$ cat src/rtl/pipelined_logic_reducer_pkg.sv
// Shared types and constants for the pipelined two-level logic reducer.
package logic_reducer_pkg;

  // Per-beat reduction mode.
  // SOP reduces each term with AND and combines the terms with OR.
  // POS reduces each term with OR and combines the terms with AND.
  typedef enum logic {
    MODE_SOP = 1'b0,
    MODE_POS = 1'b1
  } reduce_mode_e;

  // Number of register slices between in_* and out_*.
  localparam int unsigned LATENCY = 3;

endpackage

$ cat src/rtl/pipelined_logic_reducer_pipe_stage.sv
// Generic valid/ready register slice with flush and async reset.
module pipe_stage #(
  parameter int unsigned W = 1
) (
  input  logic         clk,
  input  logic         rst_n,
  input  logic         flush,
  input  logic         v_in,
  input  logic [W-1:0] d_in,
  input  logic         down_ready,
  output logic         ld_c,
  output logic         v,
  output logic [W-1:0] d
);

  // The slice can take a new beat when it is empty or its beat leaves this cycle.
  assign ld_c = !v || down_ready;

  // Valid bit: flush empties the slice; otherwise follow upstream on load.
  always_ff @(posedge clk or negedge rst_n) begin
    if (!rst_n) begin
      v <= 1'b0;
    end else if (flush) begin
      v <= 1'b0;
    end else if (ld_c) begin
      v <= v_in;
    end
  end

  // Payload only changes on load, so a stalled beat holds steady.
  always_ff @(posedge clk or negedge rst_n) begin
    if (!rst_n) begin
      d <= '0;
    end else if (ld_c) begin
      d <= d_in;
    end
  end

endmodule

$ cat src/rtl/pipelined_logic_reducer.sv
// Three-slice streaming reducer: capture, per-term reduce, cross-term reduce.
module pipelined_logic_reducer
  import logic_reducer_pkg::*;
#(
  parameter int unsigned WIDTH     = 1,
  parameter int unsigned NUM_TERMS = 2,
  parameter int unsigned TERM_SIZE = 2
) (
  input  logic                                 clk,
  input  logic                                 rst_n,
  input  logic                                 flush,
  input  logic                                 in_valid,
  output logic                                 in_ready,
  input  logic                                 in_mode,
  input  logic [NUM_TERMS*TERM_SIZE*WIDTH-1:0] in_data,
  output logic                                 out_valid,
  input  logic                                 out_ready,
  output logic [WIDTH-1:0]                     out_data
);

  localparam int unsigned OPS_W  = NUM_TERMS * TERM_SIZE * WIDTH;
  localparam int unsigned TERM_W = NUM_TERMS * WIDTH;
  localparam int unsigned S0_W   = 1 + OPS_W;
  localparam int unsigned S1_W   = 1 + TERM_W;

  logic              s0_v, s1_v, s2_v;
  logic              s0_ld_c, s1_ld_c, s2_ld_c;
  logic [S0_W-1:0]   s0_d;
  logic [S1_W-1:0]   s1_d;
  logic [WIDTH-1:0]  s2_d;

  logic              s0_mode;
  logic [OPS_W-1:0]  s0_ops;
  logic              s1_mode;
  logic [TERM_W-1:0] s1_terms;
  logic [TERM_W-1:0] term_c;
  logic [WIDTH-1:0]  final_c;
  logic              accept_c;

  // Flush blocks acceptance so nothing enters a pipe that is being emptied.
  assign in_ready = s0_ld_c && !flush;
  assign accept_c = in_valid && in_ready;

  assign s0_mode  = s0_d[S0_W-1];
  assign s0_ops   = s0_d[OPS_W-1:0];
  assign s1_mode  = s1_d[S1_W-1];
  assign s1_terms = s1_d[TERM_W-1:0];

  // Slice 0: capture the incoming operands with their mode.
  pipe_stage #(.W(S0_W)) u_s0 (
    .clk        (clk),
    .rst_n      (rst_n),
    .flush      (flush),
    .v_in       (accept_c),
    .d_in       ({in_mode, in_data}),
    .down_ready (s1_ld_c),
    .ld_c       (s0_ld_c),
    .v          (s0_v),
    .d          (s0_d)
  );

  // First level: reduce the TERM_SIZE operands of each term, lane by lane.
  for (genvar t = 0; t < int'(NUM_TERMS); t++) begin : g_term
    for (genvar w = 0; w < int'(WIDTH); w++) begin : g_lane
      logic acc;
      // AND-reduce for SOP, OR-reduce for POS; a single operand passes through.
      always_comb begin
        acc = (reduce_mode_e'(s0_mode) == MODE_POS) ? 1'b0 : 1'b1;
        for (int j = 0; j < int'(TERM_SIZE); j++) begin
          if (reduce_mode_e'(s0_mode) == MODE_POS) begin
            acc = acc | s0_ops[(t*int'(TERM_SIZE)+j)*int'(WIDTH)+w];
          end else begin
            acc = acc & s0_ops[(t*int'(TERM_SIZE)+j)*int'(WIDTH)+w];
          end
        end
      end
      assign term_c[t*int'(WIDTH)+w] = acc;
    end
  end

  // Slice 1: per-term results with the mode still attached.
  pipe_stage #(.W(S1_W)) u_s1 (
    .clk        (clk),
    .rst_n      (rst_n),
    .flush      (flush),
    .v_in       (s0_v),
    .d_in       ({s0_mode, term_c}),
    .down_ready (s2_ld_c),
    .ld_c       (s1_ld_c),
    .v          (s1_v),
    .d          (s1_d)
  );

  // Second level: combine the terms per lane; a single term passes through.
  for (genvar w = 0; w < int'(WIDTH); w++) begin : g_cross
    logic acc;
    // OR across terms for SOP, AND across terms for POS.
    always_comb begin
      acc = (reduce_mode_e'(s1_mode) == MODE_POS) ? 1'b1 : 1'b0;
      for (int t = 0; t < int'(NUM_TERMS); t++) begin
        if (reduce_mode_e'(s1_mode) == MODE_POS) begin
          acc = acc & s1_terms[t*int'(WIDTH)+w];
        end else begin
          acc = acc | s1_terms[t*int'(WIDTH)+w];
        end
      end
    end
    assign final_c[w] = acc;
  end

  // Slice 2: final result presented to the consumer.
  pipe_stage #(.W(WIDTH)) u_s2 (
    .clk        (clk),
    .rst_n      (rst_n),
    .flush      (flush),
    .v_in       (s1_v),
    .d_in       (final_c),
    .down_ready (out_ready),
    .ld_c       (s2_ld_c),
    .v          (s2_v),
    .d          (s2_d)
  );

  assign out_valid = s2_v;
  assign out_data  = s2_d;

endmodule

$ cat config.mk
export PLATFORM = sky130hd
export DESIGN_NAME = pipelined_logic_reducer
export DESIGN_NICKNAME = d
export VERILOG_FILES = /design/src/rtl/pipelined_logic_reducer_pkg.sv /design/src/rtl/pipelined_logic_reducer_pipe_stage.sv /design/src/rtl/pipelined_logic_reducer.sv
export SDC_FILE = /design/constraint.sdc
export NUM_CORES = 1
export LEC_CHECK = 0
export ABC_AREA = 1
export ABC_CLOCK_PERIOD_IN_PS = 1900
export CORE_AREA = 2 2 39 41
export CTS_BUF_LIST = sky130_fd_sc_hd__clkbuf_4
export DETAILED_ROUTE_END_ITERATION = 8
export DIE_AREA = 0 0 41 43
export DONT_BUFFER_PORTS = 1
export GPL_TIMING_DRIVEN = 1
export SYNTH_ARGS = -nofsm -noshare
export SYNTH_HDL_FRONTEND = slang
export SYNTH_SLANG_ARGS = --single-unit
$ cat constraint.sdc
create_clock -name clk -period 1.9 [get_ports clk]
set_input_delay 0.19 -clock clk [delete_from_list [all_inputs] [get_ports clk]]
set_output_delay 0.19 -clock clk [all_outputs]
set_load 0.1 [all_outputs]
After elaboration in Yosys (flattened, before gate mapping)
Cells that the tools add are included.

storage, ports and cells
  register bits after elaboration = 12
  output and inout port bits = 3
  input port bits = 10

cells by class
  muxes and demuxes = 14
  reduce and logical (&&, ||, !) cells = 12
  bitwise gates (word level) = 12

operators with widths
  kind                count
  1-bit two-way mux   14
  1-bit AND           6
  1-bit OR            6
  2-bit nonzero test  3
  1-bit logical NOT   4
  1-bit logical OR    3
  1-bit logical AND   2

Logic depth before layout (Yosys ltp)
  depth after elaboration = 8
  mapped depth = 5
  gate-level depth less buffers = 5

Cells and area by module
A second synthesis with hierarchy kept.

second synthesis, totals
  cells, all modules = 71
  area total of the unflattened synthesis = 555.5 um2

modules (own cells, without submodules)
  module                   instances  cells each  area an instance (um2)
  pipe_stage at u_s0       1          27          244.0
  pipe_stage at u_s1       1          19          163.9
  pipe_stage at u_s2       1          11          88.8
  pipelined_logic_reducer  1          14          58.8

Worst setup path after synthesis
Ideal clock, no wire load.

  kind = reg-to-output
  start point = register u_s2.v
  end point = output in_ready
  path slack = -0.012 ns
  cell stages (with the launch flop) = 4
  data arrival time = 1.722 ns
  cell sequence = dfrtp_1 > nand4_4 > nand2_1 > inv_1

between the ends
  word-level cells in the longest chain between the ends = 5

ends and longest elaborated chain
  item                            RTL line                                  source
  start, declared                 pipelined_logic_reducer_pipe_stage.sv:12  output logic v,
  start signal, assigned          pipelined_logic_reducer_pipe_stage.sv:26  v <= v_in;
  1-bit logical NOT               pipelined_logic_reducer_pipe_stage.sv:17  assign ld_c = !v || down_ready;
  1-bit logical OR (3 in series)  pipelined_logic_reducer_pipe_stage.sv:17
  1-bit logical AND               pipelined_logic_reducer.sv:41             assign in_ready = s0_ld_c && !flush;
  end, declared                   pipelined_logic_reducer.sv:13             output logic in_ready,

No other way between the ends.

Worst setup path in the final report
  start point = register u_s1.v
  end point = output in_ready

between the ends
  word-level cells in the longest chain between the ends = 4

ends and longest elaborated chain
  item                            RTL line
  start, declared                 pipelined_logic_reducer_pipe_stage.sv:12
  start signal, assigned          pipelined_logic_reducer_pipe_stage.sv:26
  1-bit logical NOT               pipelined_logic_reducer_pipe_stage.sv:17
  1-bit logical OR (2 in series)  pipelined_logic_reducer_pipe_stage.sv:17
  1-bit logical AND               pipelined_logic_reducer.sv:41

No other way between the ends.

==> results.toml <==
[run_status]
status = "finished clean"

[power]
p_clk_share_pct = 29.8
p_leak_nw = 0.3238
finalPower_mw = 0.5184
power.internal_mw = 0.3680
ir_drop_uv = 422.8
sequentialPowerShare_pct = 54.9
pwr_density_cell_nw_per_um2 = 806.0
swShare_pct = 29.02
power_switching_mw = 0.1504
combPwrFrac_pct = 15.3

[floorplan]
fp.dieW_um = 41
fp.dieH_um = 43
core.rowCount = 14
io_pins = 13
die_area_um2 = 1763
core_um2 = 1384
start_util_pct = 40.51

[sta]
drv_slew = 0
slew_headroom_pct = 63.03
hold_viol = 0
setup_violations = 0
fin_skew_ns = 0.002610
min_period_ns = 1.606
tightest_slew_ns = 0.5528
finalCritPeriodShare_pct = 84.54
rsz0062_at_grt = "false"
tns_ns = 0
fin_hold_ws_ns = 0.04127
max_freq_mhz = 622.5

[global_route]
grt_max_degree = 13
grt_pass1_wl_mm = 1.649
antenna_found_initial = 0
grt.overflow.total = 0
grtUsageTotal_pct = 13.89
grt_pass1_vias = 427

[clock_network]
cts.sinks = 12
numCtsBuffers = 3
clockRootBuffer = "clkbuf_4"
tritoncts = "built"
clock_path_buffers = 2
cts.clk_slew.worst_paths_ns = 0.07
clk_latency_ns = 0.26
htree_levels = 1

[yosys]
synth_seq_cells = 12
synthCells = 65
syn_nets = 75
yosysSeqAreaShare_pct = 53.57
synth_warnings = 0
synth.distinct_cells = 14
synth.avg_cell_area_um2 = 8.624
synth_area_um2 = 560.5

[setup_path]
crit_end = "in_ready"
crit_chain = "nand4_4 > nand2_1 > clkinvlp_4 > buf_4"
path_delay_family = "flip-flops"
worst-r2r-cell-count = 6
endpoint_kind = "output port"
startpoint = "u_s1.v$_DFFE_PN0P_"
reg2reg_to = "u_s2.d$_DFFE_PN0P_"
timing.rr.start = "u_s2.v$_DFFE_PN0P_"
crit_slowest_cell = "dfrtp_1"
start_kind = "flip-flop"
worstPathBufferInverterCount = 2
crit_type = "reg2out"
critical_path.max_stage_delay_ns = 0.51
cp_num_cells = 4
worstPathRequired_ns = 1.71
worst-endpoint-arrival_ns = 1.42
r2r_slack_ns = 0.63
cp_max_fo = 8

[cells_and_area]
diodes = 0
fill_cells = 136
layout-drive-gt1-share_pct = 19.18
area_delta_synth_final_pct = 14.73
num-nets-final = 84

[place]
dp_hpwl_um = 797.9
gp_congestion = 0.7769
io_buffers = 0

[routing]
via_per_inst = 4.921
routedWlPerCell_um = 11.58
route.detailed.drc = 0
drtIter0Drc = 5
postRouteAntennaNets = 0
first_pass_iters = 4
vias = 438
wl_mm = 1.031

[hold_path]
hold_start = "flush"
hold_path_class = "in2reg"

[flow_run]
cap_violations = 0
==> per-stage QoR <==
step           area, um2  cells  worst slack [ns]  utilization (%)
2_1_floorplan      565.5     65            0.2765                -
3_3_place_gp       596.8     83            0.6168            43.13
3_5_place_dp       596.8     83            0.5808            43.13
4_1_cts            643.1     89            0.2821            46.47
5_1_grt            643.1     89            0.2218            46.47
6_report           643.1     89            0.2937            46.47
==> cells in the final DEF (no fill, tap or decap) <==
cell type,instances
nand2_1,26
dlygate4sd3_1,2
a21oi_2,1
nand4_1,5
or2_2,2
nor2_1,4
clkbuf_4,3
dfrtp_2,1
nor2_4,1
inv_2,1
buf_4,3
clkinvlp_4,1
inv_1,5
nand4_4,1
o21ai_0,1
o21ai_1,1
nand3_1,3
clkinv_1,1
dfrtp_1,11
==> repair_timing <==
item	CTS	global route
hold buffers	2	0
resized for setup	0	0
setup buffers	0	0
endpoints found under the hold margin	14	0
==> worst min path at each step <==
stage	cells past startpoint	endpoint	slack (ns)
2_1_floorplan	0	u_s0.d[0]$_DFFE_PN0N_	-0.11
3_3_place_gp	0	u_s2.d$_DFFE_PN0P_	-0.11
3_5_place_dp	0	u_s1.d[2]$_DFFE_PN0P_	-0.11
4_1_cts	1	u_s1.v$_DFFE_PN0P_	0.03
5_1_grt	1	u_s1.v$_DFFE_PN0P_	0.03
6_report	1	u_s1.v$_DFFE_PN0P_	0.04
==> area by class of cell <==
class | count | area [um2] | share of cell area, %
Clock inverter | 1 | 3.754 | 0.5837
Sequential cell | 12 | 301.5 | 46.89
Inverter | 7 | 30.03 | 4.669
Multi-Input combinational cell | 45 | 222.7 | 34.63
Tap cell | 16 | 20.02 | 3.113
Timing Repair Buffer | 5 | 42.54 | 6.615
Clock buffer | 3 | 22.52 | 3.502
==> synth_stat cells, drive strengths merged <==
| master | number | area, um2 |
|---|---|---|
| nand2 | 26 | 97.59 |
| dfrtp | 12 | 300.3 |
| inv | 7 | 26.27 |
| nand4 | 6 | 52.55 |
| nor2 | 5 | 26.27 |
| nand3 | 3 | 15.01 |
| o21ai | 2 | 10.00 |
| or2 | 2 | 12.51 |
| a21oi | 1 | 8.760 |
| buf | 1 | 11.26 |
==> routing by layer <==
layer / routed length [um] / track usage (%) / vias up
met5: 0 / 0 / -
met4: 0 / 6.000 / 0
met3: 37 / 3.141 / 0
met2: 507 / 21.88 / 8
met1: 486 / 17.35 / 207
li1: - / - / 223
==> power groups by stage <==
stage / clock, mW / combinational [mW] / sequential, mW
2_1_floorplan: 0 / 0.0375 / 0.310
3_3_place_gp: 0 / 0.0707 / 0.289
3_5_place_dp: 0 / 0.0717 / 0.290
4_1_cts: 0.163 / 0.0806 / 0.284
5_1_grt: 0.177 / 0.0870 / 0.287
6_report: 0.154 / 0.0795 / 0.284
==> kinds of logic (layout without fill, tap and decap cells) <==
group                  Yosys count  in the layout  share of synthesized area (%)
flip-flops                      12             12                          53.57
AND/OR/NAND/NOR                 42             42                          36.38
AO/OA/AOI/OAI                    3              3                          3.347
buffers and inverters            8             16                          6.695
==> flip-flops by register name, indices dropped and copies added (netlist names) <==
signal	flops
u_s2.v	1
u_s2.d	1
u_s0.d	5
u_s1.d	3
u_s1.v	1
u_s0.v	1
No activity file was read; power rests on OpenSTA's default activity.
